$ cat config.mk
export PLATFORM = sky130hd
export DESIGN_NAME = jtkicker_vtimer
export DESIGN_NICKNAME = d
export VERILOG_FILES = /design/src/rtl/jtkicker_video_pkg.sv /design/src/rtl/jtkicker_vtimer_win.sv /design/src/rtl/jtkicker_vtimer.sv
export SDC_FILE = /design/constraint.sdc
export NUM_CORES = 1
export LEC_CHECK = 0
export CELL_PAD_IN_SITES_DETAIL_PLACEMENT = 0
export CELL_PAD_IN_SITES_GLOBAL_PLACEMENT = 1
export CORE_MARGIN = 2
export CORE_UTILIZATION = 40
export DETAILED_ROUTE_END_ITERATION = 10
export PLACE_DENSITY = 0.92
export SYNTH_ARGS = -nofsm -noshare
export SYNTH_HDL_FRONTEND = slang
export SYNTH_SLANG_ARGS = --single-unit
$ cat constraint.sdc
create_clock -name clk -period 6.9 [get_ports clk]
set_clock_uncertainty 0.15 [all_clocks]
set_input_delay 1.38 -clock clk [delete_from_list [all_inputs] [get_ports clk]]
set_output_delay 1.38 -clock clk [all_outputs]
set_load 0.02 [all_outputs]
$ cat src/rtl/jtkicker_video_pkg.sv
// rtl/jtkicker_video_pkg.sv - shared video timing constants and count type
//
// Purpose: default raster geometry for the video timer and the 9-bit
// counter type used by the timer and its window decoder.
// Ports: none (package).
package jtkicker_video_pkg;

    localparam int CNT_W = 9;

    typedef logic [CNT_W-1:0] count_t;

    localparam int DEF_HTOTAL   = 384;
    localparam int DEF_VTOTAL   = 264;
    localparam int DEF_HB_START = 256;
    localparam int DEF_HB_END   = 0;
    localparam int DEF_HS_START = 304;
    localparam int DEF_HS_END   = 336;
    localparam int DEF_VB_START = 240;
    localparam int DEF_VB_END   = 16;
    localparam int DEF_VS_START = 248;
    localparam int DEF_VS_END   = 256;

endpackage

$ cat src/rtl/jtkicker_vtimer_win.sv
// rtl/jtkicker_vtimer_win.sv - combinational [s,e) window decoder
//
// Purpose: reports whether count x lies inside the half-open window [s,e).
// A window with s>e wraps through zero; s==e is an empty window.
// Ports:
//   x      in  count value under test
//   s      in  first value inside the window
//   e      in  first value past the window
//   active out 1 when x is inside the window
module jtkicker_vtimer_win
    import jtkicker_video_pkg::*;
(
    input  count_t x,
    input  count_t s,
    input  count_t e,
    output logic   active
);

    always_comb begin
        active = 1'b0;
        if (s < e) begin
            active = (x >= s) && (x < e);
        end else if (s > e) begin
            active = (x >= s) || (x < e);
        end
    end

endmodule

$ cat src/rtl/jtkicker_vtimer.sv
// rtl/jtkicker_vtimer.sv - video raster timer: counters, blanking, syncs, strobes
//
// Purpose: advances h/v on each pixel clock enable and produces registered
// blanking/sync flags aligned with the counters plus single-clock strobes.
// Ports:
//   clk      in  video clock
//   rst      in  synchronous reset, active high
//   pxl_cen  in  pixel clock enable, one clk wide
//   h, v     out horizontal / vertical counts
//   hinit    out pulse when h becomes 0
//   vinit    out pulse when h and v both become 0
//   lhbl     out horizontal blank, active low
//   lvbl     out vertical blank, active low
//   hs, vs   out horizontal / vertical sync, active high
//   vint     out pulse when v becomes VB_START
module jtkicker_vtimer
    import jtkicker_video_pkg::*;
#(
    parameter int HTOTAL   = DEF_HTOTAL,
    parameter int VTOTAL   = DEF_VTOTAL,
    parameter int HB_START = DEF_HB_START,
    parameter int HB_END   = DEF_HB_END,
    parameter int HS_START = DEF_HS_START,
    parameter int HS_END   = DEF_HS_END,
    parameter int VB_START = DEF_VB_START,
    parameter int VB_END   = DEF_VB_END,
    parameter int VS_START = DEF_VS_START,
    parameter int VS_END   = DEF_VS_END
) (
    input  logic             clk,
    input  logic             rst,
    input  logic             pxl_cen,
    output logic [CNT_W-1:0] h,
    output logic [CNT_W-1:0] v,
    output logic             hinit,
    output logic             vinit,
    output logic             lhbl,
    output logic             lvbl,
    output logic             hs,
    output logic             vs,
    output logic             vint
);

    if (HTOTAL < 1 || HTOTAL > 512 || VTOTAL < 1 || VTOTAL > 512) begin : g_bad_total
        $error("jtkicker_vtimer: HTOTAL/VTOTAL must be in 1..512");
    end
    if (HB_START >= HTOTAL || HB_END >= HTOTAL || HS_START >= HTOTAL || HS_END >= HTOTAL ||
        HB_START < 0 || HB_END < 0 || HS_START < 0 || HS_END < 0) begin : g_bad_h
        $error("jtkicker_vtimer: horizontal window edges must be below HTOTAL");
    end
    if (VB_START >= VTOTAL || VB_END >= VTOTAL || VS_START >= VTOTAL || VS_END >= VTOTAL ||
        VB_START < 0 || VB_END < 0 || VS_START < 0 || VS_END < 0) begin : g_bad_v
        $error("jtkicker_vtimer: vertical window edges must be below VTOTAL");
    end

    localparam count_t H_MAX = count_t'(HTOTAL - 1);
    localparam count_t V_MAX = count_t'(VTOTAL - 1);

    count_t h_q, h_d, v_q, v_d;
    logic   lhbl_q, lvbl_q, hs_q, vs_q;
    logic   hinit_q, vinit_q, vint_q;
    logic   h_wrap, v_wrap;
    logic   hb_act, hs_act, vb_act, vs_act;

    always_comb begin
        h_wrap = (h_q == H_MAX);
        v_wrap = (v_q == V_MAX);
        h_d    = h_wrap ? '0 : h_q + 1'b1;
        v_d    = v_q;
        if (h_wrap) begin
            v_d = v_wrap ? '0 : v_q + 1'b1;
        end
    end

    // Flags are decoded from the next count so they land in the same
    // register update as the counter they describe.
    jtkicker_vtimer_win u_hb (.x(h_d), .s(count_t'(HB_START)), .e(count_t'(HB_END)), .active(hb_act));
    jtkicker_vtimer_win u_hs (.x(h_d), .s(count_t'(HS_START)), .e(count_t'(HS_END)), .active(hs_act));
    jtkicker_vtimer_win u_vb (.x(v_d), .s(count_t'(VB_START)), .e(count_t'(VB_END)), .active(vb_act));
    jtkicker_vtimer_win u_vs (.x(v_d), .s(count_t'(VS_START)), .e(count_t'(VS_END)), .active(vs_act));

    always_ff @(posedge clk) begin
        if (rst) begin
            h_q     <= '0;
            v_q     <= '0;
            lhbl_q  <= 1'b0;
            lvbl_q  <= 1'b0;
            hs_q    <= 1'b0;
            vs_q    <= 1'b0;
            hinit_q <= 1'b0;
            vinit_q <= 1'b0;
            vint_q  <= 1'b0;
        end else if (pxl_cen) begin
            h_q     <= h_d;
            v_q     <= v_d;
            lhbl_q  <= ~hb_act;
            lvbl_q  <= ~vb_act;
            hs_q    <= hs_act;
            vs_q    <= vs_act;
            hinit_q <= h_wrap;
            vinit_q <= h_wrap && v_wrap;
            vint_q  <= h_wrap && (v_d == count_t'(VB_START));
        end else begin
            hinit_q <= 1'b0;
            vinit_q <= 1'b0;
            vint_q  <= 1'b0;
        end
    end

    assign h     = h_q;
    assign v     = v_q;
    assign lhbl  = lhbl_q;
    assign lvbl  = lvbl_q;
    assign hs    = hs_q;
    assign vs    = vs_q;
    assign hinit = hinit_q;
    assign vinit = vinit_q;
    assign vint  = vint_q;

endmodule

* Yosys cells after proc, flatten, opt, wreduce, memory -nomap -nowiden
Index checks and enable logic that the tools add are counted.
Widths: inputs -> output; s select.
** Cells by class
- Reductions and logical operators :: 7
- Add/sub/neg operators :: 2
- Mux-type cells :: 3
- Eq/ne operators :: 3
- $lt $le $gt $ge :: 8
- Bitwise gates (word level) :: 3
** Operator list (count)
- $mux 9 :: 3
- $add 9x1->9 const B :: 2
- $eq 9x9->1 const B :: 2
- $ge 9x8->1 const B :: 2
- $ge 9x9->1 const B :: 2
- $lt 9x9->1 const B :: 2
- $eq 9x8->1 const B :: 1
- $lt 9x1->1 const B :: 1
- $lt 9x5->1 const B :: 1
- $logic_and 1x1->1 :: 4
- $not 1->1 :: 3
- $logic_or 1x1->1 :: 2
- $reduce_or 2->1 :: 1
** Word-level totals
- Register bits after elaboration :: 25
- Output and inout bits :: 25
- Word-level logic and storage cells :: 35

* Depth between registers and ports, before layout
Gate-level depths: netlist of run 1.
- Depth in word-level cells :: 6
- Mapped depth :: 8
- Depth with buffers taken out :: 7

* By module
Synthesis of run 1 repeated with hierarchy kept, for this count alone.
** Unflattened totals
- Cell total of the unflattened synthesis :: 539
- Area total of the unflattened synthesis :: 3975.1 um^2
** By module, submodules not included
- jtkicker_vtimer_win :: area an instance 628.1 um^2, times used 4, cells an instance 88
- jtkicker_vtimer :: area an instance 1462.7 um^2, times used 1, cells an instance 187

* Worst setup path after synthesis of run 1
Ideal clock, no wire load.
- Kind :: input to register
- Start point :: input pxl_cen
- End point :: register v_q[0] (netlist: v[0])
- Data arrival time :: 2.524 ns
- Stages on the path :: 4
- Slack :: 4.155 ns
- Path through :: inv_1 > or4_1 > or3_2 > a21oi_1
** RTL lines
- start, declared :: RTL line jtkicker_vtimer.sv:32 : input logic pxl_cen,
- end signal, assigned :: RTL line jtkicker_vtimer.sv:95 : v_q <= v_d;
- end, declared :: RTL line jtkicker_vtimer.sv:59 : count_t h_q, h_d, v_q, v_d;

==> flow_results.xml, run 1 <==
<?xml version="1.0" encoding="UTF-8"?>
<metrics>
  <group name="yosys">
    <metric name="synth_top_cell_area_share" unit="%">32.79</metric>
    <metric name="synth.largest_area_cell" unit="">dfxtp_1</metric>
    <metric name="post_synth_mux_area_share" unit="%">2.049</metric>
    <metric name="dominant_combinational_cell_family_by_area_after_synthesis" unit="">simple AND/OR/NAND/NOR gates</metric>
    <metric name="dominantRegCellSynth" unit="">dfxtp_1</metric>
    <metric name="ys_warn_count" unit="">0</metric>
    <metric name="number_of_synthesized_register_bits" unit="">25</metric>
    <metric name="synthTopCellsByCount" unit="">25 x dfxtp_1, 22 x nor2_1, 21 x nand2_1, 16 x a21oi_1, 10 x nand3_1</metric>
    <metric name="netlist-cell-type-count" unit="">51</metric>
    <metric name="synth-compound-area-share" unit="%">14.92</metric>
    <metric name="avgSynthCellArea" unit="sq um">7.828</metric>
    <metric name="synthesized_area_fraction_occupied_by_and_or_nand_nor_cells" unit="%">35.33</metric>
    <metric name="syn_area" unit="sq mm">0.001526</metric>
    <metric name="synthMostInstantiatedCell" unit="">dfxtp_1</metric>
    <metric name="synth_cells" unit="">195</metric>
    <metric name="number_of_enable_type_register_cells_in_the_synthesized_netlist" unit="">0</metric>
    <metric name="synth-adder-area-share" unit="%">1.639</metric>
    <metric name="synth_fp_nets" unit="">200</metric>
    <metric name="synthArstFlopShare" unit="%">0</metric>
    <metric name="netlist_top_cells_area" unit="">dfxtp_1 33%, nor2_1 5.4%, a21oi_1 5.2%</metric>
    <metric name="sequential_element_share_of_the_synthesized_area" unit="%">32.79</metric>
    <metric name="synth-xor-area-share" unit="%">6.885</metric>
  </group>
  <group name="status">
    <metric name="run_status" unit="">finished clean</metric>
  </group>
  <group name="critical_path">
    <metric name="timing.rr.start" unit="">h[0]</metric>
    <metric name="critPathTopFamily" unit="">buffers and inverters</metric>
    <metric name="r2r_cells" unit="">7</metric>
    <metric name="worstPathCellList" unit="">clkdlybuf4s50_1 -&gt; inv_1 -&gt; or4_1 -&gt; or3_2 -&gt; a21oi_1</metric>
    <metric name="timing.critical_path.to_type" unit="">flop</metric>
    <metric name="classification_of_the_worst_setup_path" unit="">in -&gt; reg</metric>
    <metric name="reg2reg_slack" unit="ps">4100</metric>
    <metric name="delay_contributed_by_the_slowest_stage_of_the_critical_path" unit="ps">910</metric>
    <metric name="crit_path_start_kind" unit="">input port</metric>
    <metric name="largest_fanout_of_any_net_on_the_critical_path" unit="">20</metric>
    <metric name="worst_ep_arrival_time" unit="ps">3910</metric>
    <metric name="cp_num_buf_inv" unit="">2</metric>
    <metric name="critical_path.reg2reg.endpoint" unit="">vs</metric>
    <metric name="slowest_stage" unit="">clkdlybuf4s50_1</metric>
    <metric name="data_required_critical_path" unit="ps">6950</metric>
  </group>
  <group name="power_and_ir_drop">
    <metric name="power.share.clock" unit="%">33.9</metric>
    <metric name="swShare" unit="%">24.89</metric>
    <metric name="net-switching-power" unit="mW">0.06505</metric>
    <metric name="p_seq_share" unit="%">58.0</metric>
    <metric name="power.combinational.fraction" unit="%">8.1</metric>
    <metric name="ir_drop" unit="uV">78.85</metric>
    <metric name="leakagePower" unit="nW">0.5840</metric>
    <metric name="powerDensity" unit="mW/mm^2">143.2</metric>
    <metric name="p_int" unit="mW">0.1963</metric>
    <metric name="power" unit="mW">0.2613</metric>
  </group>
  <group name="timing">
    <metric name="grt_setup_unrepaired" unit="">false</metric>
    <metric name="setup-tns-final" unit="ps">0</metric>
    <metric name="slew_headroom" unit="%">42.65</metric>
    <metric name="period_minus_slack" unit="ps">3866</metric>
    <metric name="final_hold_viol_count" unit="">0</metric>
    <metric name="clock.fmax" unit="GHz">0.2587</metric>
    <metric name="count_of_endpoints_failing_setup_in_the_final_report" unit="">0</metric>
    <metric name="timing.final.ws_setup" unit="ps">3034</metric>
    <metric name="report.final.slew_viol_count" unit="">0</metric>
    <metric name="timing_worst_slew_pin_value" unit="ps">857.6</metric>
    <metric name="min_period_over_period" unit="%">56.03</metric>
  </group>
  <group name="clocking">
    <metric name="cts_resizes" unit="">0</metric>
    <metric name="cts_setup_buffers" unit="">0</metric>
    <metric name="numCtsBuffers" unit="">3</metric>
    <metric name="path_clk_slew" unit="ps">90</metric>
    <metric name="cts_root_buf" unit="">clkbuf_8</metric>
    <metric name="cts-root-to-sink-buffers" unit="">2</metric>
    <metric name="cts_tree" unit="">done</metric>
    <metric name="cts.hold.buffers_added" unit="">0</metric>
    <metric name="clk-insertion-delay-late" unit="ps">270</metric>
    <metric name="numClockSinks" unit="">25</metric>
    <metric name="ctsHtreeMaxLevel" unit="">1</metric>
  </group>
  <group name="finish">
    <metric name="finalNonFillerCells" unit="">260</metric>
    <metric name="area_growth_syn_to_layout" unit="%">19.51</metric>
    <metric name="final.fill_count" unit="">373</metric>
    <metric name="share_of_layout_cells_above_drive_strength_1" unit="%">7.547</metric>
    <metric name="antenna_cells_inserted" unit="">0</metric>
    <metric name="layout_nets" unit="">218</metric>
  </group>
  <group name="worst_hold_path">
    <metric name="min_to" unit="">hs</metric>
    <metric name="worstHoldStart" unit="">hs</metric>
    <metric name="whs_path_depth" unit="">2</metric>
    <metric name="path_class_of_the_lowest_slack_min_delay_path" unit="">reg -&gt; reg</metric>
  </group>
  <group name="placement">
    <metric name="routabilityCongestion" unit="">0.8194</metric>
    <metric name="placed_cells" unit="">256</metric>
    <metric name="place.detailed.hpwl" unit="um">2415</metric>
    <metric name="placement.io_buffers" unit="">27</metric>
    <metric name="detailedPlace.worstSlack" unit="ps">2738</metric>
  </group>
  <group name="die">
    <metric name="core_ar" unit="sq mm">0.003661</metric>
    <metric name="floorplan.die.width" unit="um">65.78</metric>
    <metric name="num_io_pins" unit="">28</metric>
    <metric name="rows" unit="">22</metric>
    <metric name="die_area" unit="sq mm">0.004326</metric>
    <metric name="die_h" unit="um">65.78</metric>
    <metric name="initial_utilization" unit="%">41.70</metric>
  </group>
  <group name="job">
    <metric name="drv_cap" unit="">0</metric>
  </group>
  <group name="detailed_routing">
    <metric name="routed_via_density" unit="">5.496</metric>
    <metric name="drt-wirelength-per-cell" unit="um">13.54</metric>
    <metric name="detailroute.via_count" unit="">1429</metric>
    <metric name="routed_wire_length" unit="um">3521</metric>
    <metric name="number_of_nets_still_failing_antenna_checks_after_routing" unit="">0</metric>
    <metric name="drt_pass1_iterations" unit="">4</metric>
    <metric name="drt_drc_violations_left" unit="">0</metric>
    <metric name="dr.first_iter.drc_count" unit="">73</metric>
  </group>
  <group name="global_route">
    <metric name="grt_max_degree" unit="">24</metric>
    <metric name="grt_pass1_vias" unit="">1285</metric>
    <metric name="grt_overflow" unit="">0</metric>
    <metric name="number_of_antenna_violations_at_the_first_check_in_global_routing" unit="">0</metric>
    <metric name="grt_pass1_wl" unit="um">6058</metric>
    <metric name="total_grt_usage" unit="%">17.73</metric>
  </group>
</metrics>
worst max-delay path by stage:
stage               startpoint   end  slack (ps)  cells after the start
floorplan              pxl_cen  v[0]        4160                      4
global placement       pxl_cen  v[0]        2840                      5
detailed placement     pxl_cen  v[0]        2740                      5
CTS                    pxl_cen  v[0]        3020                      5
global route           pxl_cen  v[0]        2870                      5
finish                 pxl_cen  v[0]        3030                      5
power by group through the flow:
stage,clock network (mW),logic (mW),registers [mW]
floorplan,0,0.0113,0.156
global placement,0,0.0212,0.155
detailed placement,0,0.0213,0.155
CTS,0.0919,0.0214,0.151
global route,0.0972,0.0234,0.152
finish,0.0885,0.0212,0.152
metal layers:
layer,up-vias,global-route usage (%),share of wire [%]
li1,734,-,-
met1,658,26.05,52
met2,33,25.88,43
met3,4,2.896,3.5
met4,0,6.250,1.5
met5,-,0,0
registers in the layout, indices dropped and copies added (netlist names):
signal  count
hinit       1
lhbl        1
vs          1
hs          1
v           9
h           9
vinit       1
vint        1
lvbl        1
cells in the final DEF, fill, tap and decap left out, types with 2 or more instances in the layout:
cell type	synthesis	layout
a211oi_1	2	2
a21oi_1	16	16
and2_1	2	2
and3_1	3	3
clkbuf_8	0	3
clkdlybuf4s50_1	0	27
dfxtp_1	25	25
ha_1	2	2
inv_1	4	4
mux2i_1	2	2
nand2_1	21	21
nand3_1	10	10
nand3b_1	2	2
nand4_1	6	6
nor2_1	22	22
nor3_1	6	6
nor4_1	7	7
o21ai_0	7	7
o311ai_0	2	2
or3_1	3	3
xnor2_1	6	6
xor2_1	6	6
per-stage QoR:
stage          hold slack, ps  cell area (sq um)  util (%)
2_1_floorplan           390.7               1526         -
3_3_place_gp            308.1               1778     48.56
3_5_place_dp            307.9               1778     48.56
4_1_cts                 323.0               1824     49.83
5_1_grt                 352.0               1824     49.83
6_report                319.5               1824     49.83
kinds of logic (layout without fill, tap and decap cells):
kind of cell             count (synthesis)  in the layout
AO/OA/AOI/OAI                           37             37
buffers and inverters                   19             36
AND/OR/NAND/NOR                         97             97
multiplexers                             3              3
XOR/XNOR                                12             12
flip-flops                              25             25
adder cells (fa/ha/maj)                  2              2
area by class of cell:
| type | instances | area (sq um) | area share [%] |
|---|---|---|---|
| multi-input cells | 151 | 928.4 | 50.89 |
| flip-flops and latches | 25 | 500.5 | 27.43 |
| repair buffers | 27 | 270.3 | 14.81 |
| well taps | 48 | 60.06 | 3.292 |
| clock buffers | 3 | 41.29 | 2.263 |
| inverters | 5 | 18.77 | 1.029 |
| clock inverters | 1 | 5.005 | 0.2743 |
worst reg2reg max path, cell delays in order (launching register included):
cell and delay [ps]:
dfxtp_1 470, ha_1 340, nand3_2 220, nor3_2 490, nand3_1 180, mux2_2 280
or4b_1 450, a21oi_1 150
No activity file was read; power rests on OpenSTA's default activity.
==> run 2, diff against run 1 <==
--- a/config.mk
+++ b/config.mk
@@ -8,9 +8,9 @@
 export CELL_PAD_IN_SITES_DETAIL_PLACEMENT = 0
 export CELL_PAD_IN_SITES_GLOBAL_PLACEMENT = 1
 export CORE_MARGIN = 2
-export CORE_UTILIZATION = 40
+export CORE_UTILIZATION = 38
 export DETAILED_ROUTE_END_ITERATION = 10
-export PLACE_DENSITY = 0.92
+export PLACE_DENSITY = 0.88
 export SYNTH_ARGS = -nofsm -noshare
 export SYNTH_HDL_FRONTEND = slang
 export SYNTH_SLANG_ARGS = --single-unit
==> constraint.sdc (replaced) <==
create_clock -name clk -period 3.7 [get_ports clk]
set_clock_uncertainty 0.15 [all_clocks]
set_input_delay 0.74 -clock clk [delete_from_list [all_inputs] [get_ports clk]]
set_output_delay 0.74 -clock clk [all_outputs]
set_load 0.02 [all_outputs]
==> run 2 against run 1 <==
Setup slack got worse by 2000 ps. Sequential share of layout area decreased by 0.37 points. Clock-buffer cell count unchanged. Wire length increased by 3.9%. Final cell count increased by 1.9%. Worst hold slack improved by 2.0 ps. Via count increased by 4.2%. Register-to-register slack got worse by 3100 ps. Critical endpoint is now vs. Largest cell class unchanged. Highest routed layer unchanged.
==> flow_results.xml, run 2 (synthesized netlist as in run 1, its figures left out) <==
<?xml version="1.0" encoding="UTF-8"?>
<metrics>
  <group name="die">
    <metric name="initial_utilization" unit="%">38.72</metric>
    <metric name="floorplan.die.width" unit="um">67.38</metric>
    <metric name="num_io_pins" unit="">28</metric>
    <metric name="die_area" unit="sq mm">0.004540</metric>
    <metric name="rows" unit="">23</metric>
    <metric name="die_h" unit="um">67.38</metric>
    <metric name="core_ar" unit="sq mm">0.003943</metric>
  </group>
  <group name="detailed_routing">
    <metric name="top_signal_layer_used" unit="">met4</metric>
    <metric name="wl_met2" unit="um">1741</metric>
    <metric name="routed_wire_length" unit="um">3660</metric>
    <metric name="number_of_nets_still_failing_antenna_checks_after_routing" unit="">0</metric>
    <metric name="routed_via_density" unit="">5.619</metric>
    <metric name="met1Wirelength" unit="um">1695</metric>
    <metric name="routed_wire_length_on_met3" unit="um">191</metric>
    <metric name="drt-wirelength-per-cell" unit="um">13.81</metric>
    <metric name="drt_pass1_iterations" unit="">4</metric>
    <metric name="dr.first_iter.drc_count" unit="">106</metric>
    <metric name="detailroute.via_count" unit="">1489</metric>
    <metric name="drt_drc_violations_left" unit="">0</metric>
  </group>
  <group name="timing">
    <metric name="period_minus_slack" unit="ps">2682</metric>
    <metric name="report.final.slew_viol_count" unit="">0</metric>
    <metric name="count_of_endpoints_failing_setup_in_the_final_report" unit="">0</metric>
    <metric name="slew_headroom" unit="%">62.61</metric>
    <metric name="timing_worst_slew_pin_value" unit="ps">557.9</metric>
    <metric name="final_hold_viol_count" unit="">0</metric>
    <metric name="min_period_over_period" unit="%">72.49</metric>
    <metric name="timing.final.ws_setup" unit="ps">1018</metric>
    <metric name="setup-tns-final" unit="ps">0</metric>
    <metric name="clock.fmax" unit="GHz">0.3728</metric>
    <metric name="grt_setup_unrepaired" unit="">false</metric>
  </group>
  <group name="power_and_ir_drop">
    <metric name="power.combinational.fraction" unit="%">8.6</metric>
    <metric name="ir_drop" unit="uV">164.8</metric>
    <metric name="p_int" unit="mW">0.3682</metric>
    <metric name="leakagePower" unit="nW">0.5984</metric>
    <metric name="swShare" unit="%">25.26</metric>
    <metric name="p_seq_share" unit="%">57.2</metric>
    <metric name="powerDensity" unit="mW/mm^2">266.4</metric>
    <metric name="power" unit="mW">0.4926</metric>
    <metric name="power.share.clock" unit="%">34.3</metric>
    <metric name="net-switching-power" unit="mW">0.1244</metric>
  </group>
  <group name="clocking">
    <metric name="cts_root_buf" unit="">clkbuf_8</metric>
    <metric name="numCtsBuffers" unit="">3</metric>
    <metric name="cts.hold.buffers_added" unit="">0</metric>
    <metric name="cts_setup_buffers" unit="">0</metric>
    <metric name="cts-root-to-sink-buffers" unit="">2</metric>
    <metric name="path_clk_slew" unit="ps">90</metric>
    <metric name="clk-insertion-delay-late" unit="ps">280</metric>
    <metric name="ctsHtreeMaxLevel" unit="">1</metric>
    <metric name="cts_resizes" unit="">0</metric>
    <metric name="cts_tree" unit="">done</metric>
    <metric name="numClockSinks" unit="">25</metric>
  </group>
  <group name="critical_path">
    <metric name="critPathTopFamily" unit="">simple AND/OR/NAND/NOR gates</metric>
    <metric name="data_required_critical_path" unit="ps">3770</metric>
    <metric name="critical_path.reg2reg.endpoint" unit="">vs</metric>
    <metric name="worst_ep_arrival_time" unit="ps">2750</metric>
    <metric name="delay_contributed_by_the_slowest_stage_of_the_critical_path" unit="ps">490</metric>
    <metric name="timing.critical_path.depth" unit="">7</metric>
    <metric name="crit_path_start_kind" unit="">flop</metric>
    <metric name="largest_fanout_of_any_net_on_the_critical_path" unit="">9</metric>
    <metric name="cp_num_buf_inv" unit="">0</metric>
    <metric name="setup.worst_path.end" unit="">vs</metric>
    <metric name="r2r_cells" unit="">7</metric>
    <metric name="timing.critical_path.to_type" unit="">flop</metric>
    <metric name="timing.rr.start" unit="">h[0]</metric>
    <metric name="slowest_stage" unit="">nor3_2</metric>
    <metric name="cp-startpoint" unit="">h[0]</metric>
    <metric name="worstPathCellList" unit="">ha_1 -&gt; nand3_2 -&gt; nor3_2 -&gt; nand3_1 -&gt; mux2_2 -&gt; or4b_1 -&gt; a21oi_1</metric>
    <metric name="reg2reg_slack" unit="ps">1020</metric>
    <metric name="classification_of_the_worst_setup_path" unit="">reg -&gt; reg</metric>
  </group>
  <group name="finish">
    <metric name="layout.cells.most_common" unit="">clkdlybuf4s50_1</metric>
    <metric name="layout.cells.most_common_list" unit="">27 x clkdlybuf4s50_1, 25 x dfxtp_1, 22 x nor2_1</metric>
    <metric name="antenna_cells_inserted" unit="">0</metric>
    <metric name="area_growth_syn_to_layout" unit="%">21.15</metric>
    <metric name="share_of_layout_cells_above_drive_strength_1" unit="%">8.837</metric>
    <metric name="layout_nets" unit="">221</metric>
  </group>
  <group name="worst_hold_path">
    <metric name="path_class_of_the_lowest_slack_min_delay_path" unit="">reg -&gt; reg</metric>
  </group>
  <group name="placement">
    <metric name="detailedPlace.worstSlack" unit="ps">882.8</metric>
    <metric name="place.detailed.hpwl" unit="um">2686</metric>
    <metric name="routabilityCongestion" unit="">0.7990</metric>
    <metric name="placement.io_buffers" unit="">27</metric>
  </group>
  <group name="global_route">
    <metric name="number_of_antenna_violations_at_the_first_check_in_global_routing" unit="">0</metric>
    <metric name="grt_max_degree" unit="">20</metric>
    <metric name="grt_pass1_wl" unit="um">6327</metric>
    <metric name="grt_pass1_vias" unit="">1373</metric>
    <metric name="total_grt_usage" unit="%">18.01</metric>
    <metric name="grt_overflow" unit="">0</metric>
  </group>
  <group name="status">
    <metric name="run_status" unit="">finished clean</metric>
  </group>
  <group name="job">
    <metric name="drv_cap" unit="">0</metric>
  </group>
</metrics>
-- run 2: worst min-delay path by stage --
stage	from	endpoint	slack [ps]	cells past startpoint
after global routing	lvbl	lvbl	350	2
after floorplan	vs	vs	390	2
after CTS	hs	hs	330	2
after global placement	hs	hs	310	2
final	vs	vs	320	2
after detailed placement	hs	hs	310	2
-- run 2: layer usage --
metal | vias up | GRT usage [%]
li1 | 746 | -
met1 | 699 | 22.44
met2 | 39 | 31.81
met3 | 5 | 4.500
met4 | 0 | 2.806
met5 | - | 0
-- run 2: through the flow --
step           instance area (sq um)  hold slack [ps]  instances  utilization (%)
2_1_floorplan                   1526            390.7        195                -
3_3_place_gp                    1803            311.7        261            45.73
3_5_place_dp                    1803            311.2        261            45.73
4_1_cts                         1849            326.4        265            46.91
5_1_grt                         1849            349.3        265            46.91
6_report                        1849            321.5        265            46.91
-- run 2: cell type report --
class	instances	area [sq um]
clock buffer	3	41.29
clock inverter	1	5.005
fill	417	2093
inverter	5	18.77
multi-input combinational	151	928.4
sequential	25	500.5
tap	50	62.56
timing repair buffer	30	292.8
-- run 2: power groups by stage --
stage                     clock, mW  sequential, mW  combinational (mW)
after floorplan                   0           0.291              0.0210
after CTS                     0.177           0.282              0.0427
after detailed placement          0           0.288              0.0426
final                         0.169           0.282              0.0421
after global placement            0           0.288              0.0424
after global routing          0.187           0.283              0.0472
-- run 2: tightest hold or removal path, stage by stage (launching register included) --
cell and delay (ps):
dfxtp_1 320, nand2_1 60, a21oi_1 50
